**config.mk**
```make
export PLATFORM = sky130hd
export DESIGN_NAME = counter_mod_10
export DESIGN_NICKNAME = d
export VERILOG_FILES = /design/src/rtl/counter_mod_10_pkg.sv /design/src/rtl/counter_mod_10_bcd_clamp.sv /design/src/rtl/counter_mod_10.sv
export SDC_FILE = /design/constraint.sdc
export NUM_CORES = 1
export LEC_CHECK = 0
export BUFFER_PORTS_ARGS = -buffer_cell sky130_fd_sc_hd__buf_2
export CAP_MARGIN = 40
export CORE_AREA = 2 2 39 41
export DETAILED_ROUTE_END_ITERATION = 10
export DIE_AREA = 0 0 41 43
export HOLD_SLACK_MARGIN = 0.08
export PLACE_DENSITY_LB_ADDON = 0.15
export SKIP_CTS_REPAIR_TIMING = 1
export SYNTH_ARGS = -nofsm -noshare
export SYNTH_HDL_FRONTEND = slang
export SYNTH_SLANG_ARGS = --single-unit
export TNS_END_PERCENT = 30
```
**constraint.sdc**
```tcl
create_clock -name clk -period 1.03 [get_ports clk]
set_clock_uncertainty 0.05 [all_clocks]
set_input_delay 0.0515 -clock clk [delete_from_list [all_inputs] [get_ports clk]]
set_output_delay 0.0515 -clock clk [all_outputs]
set_load 0.02 [all_outputs]
```
**src/rtl/counter_mod_10_pkg.sv**
```systemverilog
// Shared timer package: BCD digit type and constants for the seconds/minutes chain.
package counter_mod_10_pkg;

  localparam int unsigned DIGIT_W = 4;

  typedef logic [DIGIT_W-1:0] bcd_digit_t;

  localparam bcd_digit_t BCD_MAX  = 4'd9;
  localparam bcd_digit_t BCD_ZERO = 4'd0;

  // Modulo-10 decrement: 0 wraps to 9.
  function automatic bcd_digit_t bcd_dec(input bcd_digit_t d);
    bcd_digit_t r;
    if (d == BCD_ZERO) r = BCD_MAX;
    else               r = bcd_digit_t'(d - 4'd1);
    return r;
  endfunction

endpackage : counter_mod_10_pkg

```
**src/rtl/counter_mod_10_bcd_clamp.sv**
```systemverilog
// Combinational clamp for the load path: non-BCD codes 10..15 become 9.
module bcd_clamp
  import counter_mod_10_pkg::*;
(
  input  bcd_digit_t data_i,
  output bcd_digit_t data_c
);

  always_comb begin
    data_c = data_i;
    if (data_i > BCD_MAX) data_c = BCD_MAX;
  end

endmodule : bcd_clamp

```
**src/rtl/counter_mod_10.sv**
```systemverilog
// Single BCD down-counter digit with load, async clear, zero and borrow-out flags.
module counter_mod_10
  import counter_mod_10_pkg::*;
(
  input  logic                clk,
  input  logic                clearn,
  input  logic [DIGIT_W-1:0]  data,
  input  logic                loadn,
  input  logic                EN,
  output logic [DIGIT_W-1:0]  ones,
  output logic                tc,
  output logic                zero
);

  bcd_digit_t ones_q;
  bcd_digit_t ones_d;
  bcd_digit_t load_val;

  bcd_clamp u_clamp (
    .data_i (bcd_digit_t'(data)),
    .data_c (load_val)
  );

  // Load beats count; count beats hold.
  always_comb begin
    ones_d = ones_q;
    if (!loadn)  ones_d = load_val;
    else if (EN) ones_d = bcd_dec(ones_q);
  end

  always_ff @(posedge clk or negedge clearn) begin
    if (!clearn) ones_q <= BCD_ZERO;
    else         ones_q <= ones_d;
  end

  assign ones = ones_q;
  assign zero = (ones_q == BCD_ZERO);
  // Borrow is only meaningful when the next edge will actually wrap 0->9.
  assign tc   = EN & zero & loadn;

endmodule : counter_mod_10

```
Word-level counts from Yosys, hierarchy flattened

Index checks and enable logic that the tools add are counted.

Input bits: 8
Output and inout bits: 6
Word-level logic and storage cells: 11
Bits in registers: 4

$add $sub $neg: 1
Eq/ne operators: 1
$lt $le $gt $ge: 1
Multiplexer cells: 4
Reductions and logical operators: 1
Bitwise logic cells: 2

Operator list:

| kind                                              | count |
|---|---|
| two-way mux 4 bit                                 | 4 |
| > comparator 4 bit (second input constant)        | 1 |
| zero test 4 bit                                   | 1 |
| subtractor 4 x 1 -> 4 bit (second input constant) | 1 |
| bitwise AND 1 bit                                 | 2 |
| != test 2 bit (second input constant)             | 1 |

Longest topological paths before layout

Word-level depth: 4
Depth in mapped cells: 3
Gate-level depth less buffers: 3

Cells and area by module

From an unflattened synthesis, not the netlist that was laid out.

Cell total of the unflattened synthesis: 29
Area total of the unflattened synthesis: 259.0 sq um

Modules (own cells, without submodules):

| module         | area an instance (sq um) | times used | cells each | sequential area each (sq um) |
|---|---|---|---|---|
| counter_mod_10 | 231.5                    | 1          | 24         | 100.1 |
| bcd_clamp      | 27.5                     | 1          | 5          | 0.0 |

Worst setup path after synthesis

Ideal clock, no wire load.

Path kind: reg2out
From: register ones_q[1] (netlist: ones[1])
To: output port zero
Path slack: -339 ps
Data arrival time: 1,268 ps
Cell stages (with the launch flop): 2
Path through: dfrtp_1 nor4_1

Longest elaborated chain between the ends: 1

Ends and longest elaborated chain:

| what                   | RTL line             | source |
|---|---|---|
| start, declared        | counter_mod_10.sv:15 | `bcd_digit_t ones_q;` |
| start signal, assigned | counter_mod_10.sv:33 | `else ones_q <= ones_d;` |
| zero test 4 bit        | counter_mod_10.sv:37 | `assign zero = (ones_q == BCD_ZERO);` |
| end, declared          | counter_mod_10.sv:12 | `output logic zero` |

Every way passes these cells.

Worst setup path in the final report

From: register ones_q[0] (netlist: ones[0])
To: output port tc

Longest elaborated chain between the ends: 3

Ends and longest elaborated chain:

| what                           | RTL line             | source |
|---|---|---|
| zero test 4 bit                | counter_mod_10.sv:37 |  |
| bitwise AND 1 bit (2 in a row) | counter_mod_10.sv:39 | `assign tc = EN & zero & loadn;` |
| end, declared                  | counter_mod_10.sv:11 | `output logic tc,` |

Every way passes these cells.

==> impl_summary.txt <==
----------------------------------------------------
[Run status]
  Outcome ... complete, but fails checks
  Failing checks ... negative setup slack

[Synthesis]
  Post-synth design cell area ... 251.5 sq um
  Dominant combinational cell family by area after synthesis ... simple AND/OR/NAND/NOR gates
  Syn_nets ... 35
  Most instantiated library cell after synthesis ... sky130_fd_sc_hd__dfrtp_1
  Sequential-to-total area share from yosys stat ... about two fifths
  Seq cells post-synth ... 4
  Fraction of the mapped netlist area in compound gates ... about 15%
  Number of enable-type register cells in the synthesized netlist ... 0
  Top_reg_cell synth ... sky130_fd_sc_hd__dfrtp_1
  Share of synthesized cell area in full adder, half adder and majority cells ... 0%
  Share of the synthesized area in the top cell type ... around 40%
  Basic-gate share of the synthesized area counting and, or, nand and nor cells ... about 39%
  Top cell type by total area after synthesis ... sky130_fd_sc_hd__dfrtp_1
  Share of synthesized flip-flops with an asynchronous set or reset ... 100.0%
  Most instantiated cells after synthesis ... 4 x sky130_fd_sc_hd__dfrtp_1, 3 x sky130_fd_sc_hd__nor2_1, 2 x sky130_fd_sc_hd__a21oi_1, 2 x sky130_fd_sc_hd__nand2_1, 2 x sky130_fd_sc_hd__nand3_1
  Fraction of synthesized cell area in xor and xnor cells ... 3.483%
  Synthesized instance count ... 27
  Proportion of synthesized area in mux cells ... 0%
  Distinct cell type count after synthesis ... 19
  Synth Warn # ... 0
  Largest cells by area after synthesis ... sky130_fd_sc_hd__dfrtp_1 40%, sky130_fd_sc_hd__nor4b_4 9.5%, sky130_fd_sc_hd__nand2b_4 5.5%
  Avg Synthesized Cell Area ... 9.314 sq um

[Layout]
  Relative area change from synthesis to final layout ... 113.9%
  Number of fillers in the final layout ... around 150
  Flip-flop count of the largest register after layout ... 4
  Share of post-route cells with drive strength above 1 ... approximately three fifths
  Post-layout util ... just under 40%
  Diodes inserted ... 0
  Count of nets after finishing ... 64

[Die]
  Initial core utilization ... between 15 and 20%
  Site row count ... 14
  Die height ... between 40 and 50 microns
  Area of the die ... approximately 1800 sq um
  Std-Cell Core Area ... ~1400 sq um
  I/O Pins ... 14
  Die Span X ... roughly 40 microns

[Pwr]
  Worst supply voltage drop on vdd ... between 500 and 600 uV
  Power share of the combinational group ... roughly two fifths
  Sequential Power Share ... between 20% and 30%
  Pwr Density ... between 1000 and 1500 nW/um^2
  Internal power ... ~0.00047 W
  NetSw ... ~0.00021 W
  Switching fraction of total power ... slightly above 30%
  Reported leakage power ... 0.2404 nW
  Clock network fraction of design power ... 31.6%

[STA]
  Share of the cycle needed by the critical path after routing ... 128.1%
  Total count of hold-check failures in the final report ... 0
  Worst slew slack as a fraction of its limit ... a little over four fifths
  Final hold slack ... between 0.06 and 0.07 ns
  Final critical delay including setup and external delays ... around 1.3 ns
  Sum Neg Setup Slack ... -1.295 ns
  Actual slew at the worst max-slew pin ... between 0.2 and 0.25 ns
  Setup Viol. Count Final ... 7
  Max-slew violation count ... 0
  Unrepaired setup endpoints after global routing ... yes
  Post-route setup slack ... -0.2892 ns
  Maximum clock frequency ... approximately 0.76 GHz

[GRT]
  Antenna violations before repair ... 0
  Number of global-route vias before repair ... between 200 and 300
  Overflow left after global routing ... 0
  First-pass GRT wire length ... 1104 microns
  All-Layer GR Usage ... a little over 10%
  Maximum number of pins on one net before global-route repair ... 11

[Critical path]
  Critical path launch point type ... flop
  Required time of the critical path ... between 0.9 and 1 ns
  CP Max Fanout ... 3
  Kind of cell with the highest combined delay on the critical path ... flip-flops
  Library cell appearing most often on the critical path ... sky130_fd_sc_hd__buf_6
  Data arrival time of the critical path ... 1.22 ns
  Path type of the worst setup path ... reg -> out
  Buffers and inverters on the worst path ... 2
  Worst-path cell with the longest stage delay ... sky130_fd_sc_hd__dfrtp_2
  Slowest Stage Delay on Critical Path ... around 0.40 ns
  Worst-path cell chain ... nand2b_4 -> buf_6 -> nor3_4 -> buf_6
  Setup crit end kind ... output pin

[Detailed routing]
  Iteration count of the initial detailed-routing pass ... 2
  Detail Route Antenna Nets ... 0
  Mean number of vias per cell ... ~4.3
  Routed wire length ... around 770 microns
  Via count of the routed design ... roughly 310
  Number of design rule violations left after detail routing ... 0
  Iter 0 DRT Violations ... 4
  WL per Instance ... around 11 microns

[Clocking]
  Max Buffers Root-to-Sink ... 2
  TritonCTS clock tree ... yes
  Clock transition at the register clock pins on the worst setup and hold paths after CTS ... about 0.040 ns
  CTS buffer count ... 3
  Clock latency of the later-clocked register in the worst-skew pair ... roughly 0.24 ns
  Total clock sinks ... 4
  CTS H-Tree Depth ... 1
  Cell at the root of the clock tree ... sky130_fd_sc_hd__clkbuf_4

[Placement]
  Number of buffers added on ports ... 13
  Dpl hpwl ... roughly 600 microns
  Post-Place Worst Slack ... -0.1570 ns
  Last weighted congestion value of the routability-driven placer ... 0.7390

[Worst hold path]
  Hold WC Path Type ... in -> reg

[Flow run]
  Reported max-cap violation count ... 0

----------------------------------------------------
cell usage in the layout (no fill, tap or decap), drive strengths merged:
master        n
nand2         2
a31oi         1
a21oi         2
buf          21
nand3         2
xnor2         1
clkbuf        4
nor2          3
nand3b        1
a32oi         1
or3           1
nand2b        2
nor4b         1
dlygate4sd3   4
o211ai        1
nor3          1
o21ai         1
inv           1
nor4          1
dfrtp         4
worst register-to-register path, delay by kind of cell, from the launching register on:
family	cells	cell delay, ns
compound gates	1	0.16
buf+inv	1	0.13
flops	1	0.40
simple gates	2	0.46
power groups by stage:
stage | sequential (W) | combinational (W) | clock (W)
6_report | 0.000201 | 0.000260 | 0.000213
5_1_grt | 0.000204 | 0.000282 | 0.000238
4_1_cts | 0.000199 | 0.000181 | 0.000228
3_5_place_dp | 0.000202 | 0.000181 | 0
3_3_place_gp | 0.000201 | 0.000180 | 0
2_1_floorplan | 0.000235 | 0.0000617 | 0
cells by family after synthesis:
family | count (synthesis)
compound gates | 6
xor+xnor | 1
buf+inv | 2
flops | 4
simple gates | 14
area by class of cell:
| cell class | count | area [sq um] | share of cell area (%) |
|---|---|---|---|
| Clock buffer | 4 | 26.28 | 4.884 |
| Inverter | 1 | 3.754 | 0.6977 |
| Multi-Input combinational cell | 21 | 172.7 | 32.09 |
| Sequential cell | 4 | 103.9 | 19.30 |
| Tap cell | 16 | 20.02 | 3.721 |
| Timing Repair Buffer | 25 | 211.5 | 39.30 |
metal layers:
layer | up-vias | GRT usage (%) | wire [microns]
met2 | 11 | 13.13 | 396
met5 | - | 0 | 0
met4 | 0 | 12.00 | 19
met3 | 2 | 3.141 | 39
li1 | 154 | - | -
met1 | 141 | 11.94 | 313
path summary, 6_finish.rpt:
check / from / end / slack [ns] / depth (start not counted)
max: ones[0]$_DFFE_PN0P_ / tc / -0.29 / 4
min: data[1] / ones[1]$_DFFE_PN0P_ / 0.07 / 3
max reg2reg: ones[0]$_DFFE_PN0P_ / ones[1]$_DFFE_PN0P_ / -0.26 / 4
min reg2reg: ones[2]$_DFFE_PN0P_ / ones[2]$_DFFE_PN0P_ / 0.59 / 2
max in group asynchronous: clearn / ones[2]$_DFFE_PN0P_ / 0.69 / 2
min in group asynchronous: clearn / ones[1]$_DFFE_PN0P_ / 0.09 / 2
stage by stage:
stage                      power, W  instance area (sq um)  instances
after floorplan           0.0002964                  266.5         27
after global placement    0.0003811                  385.4         60
after detailed placement  0.0003822                  385.4         60
after CTS                 0.0006084                  411.6         64
after global routing      0.0007238                  538.0         71
final                     0.0006742                  538.0         71
(Power assumes the default switching activity.)
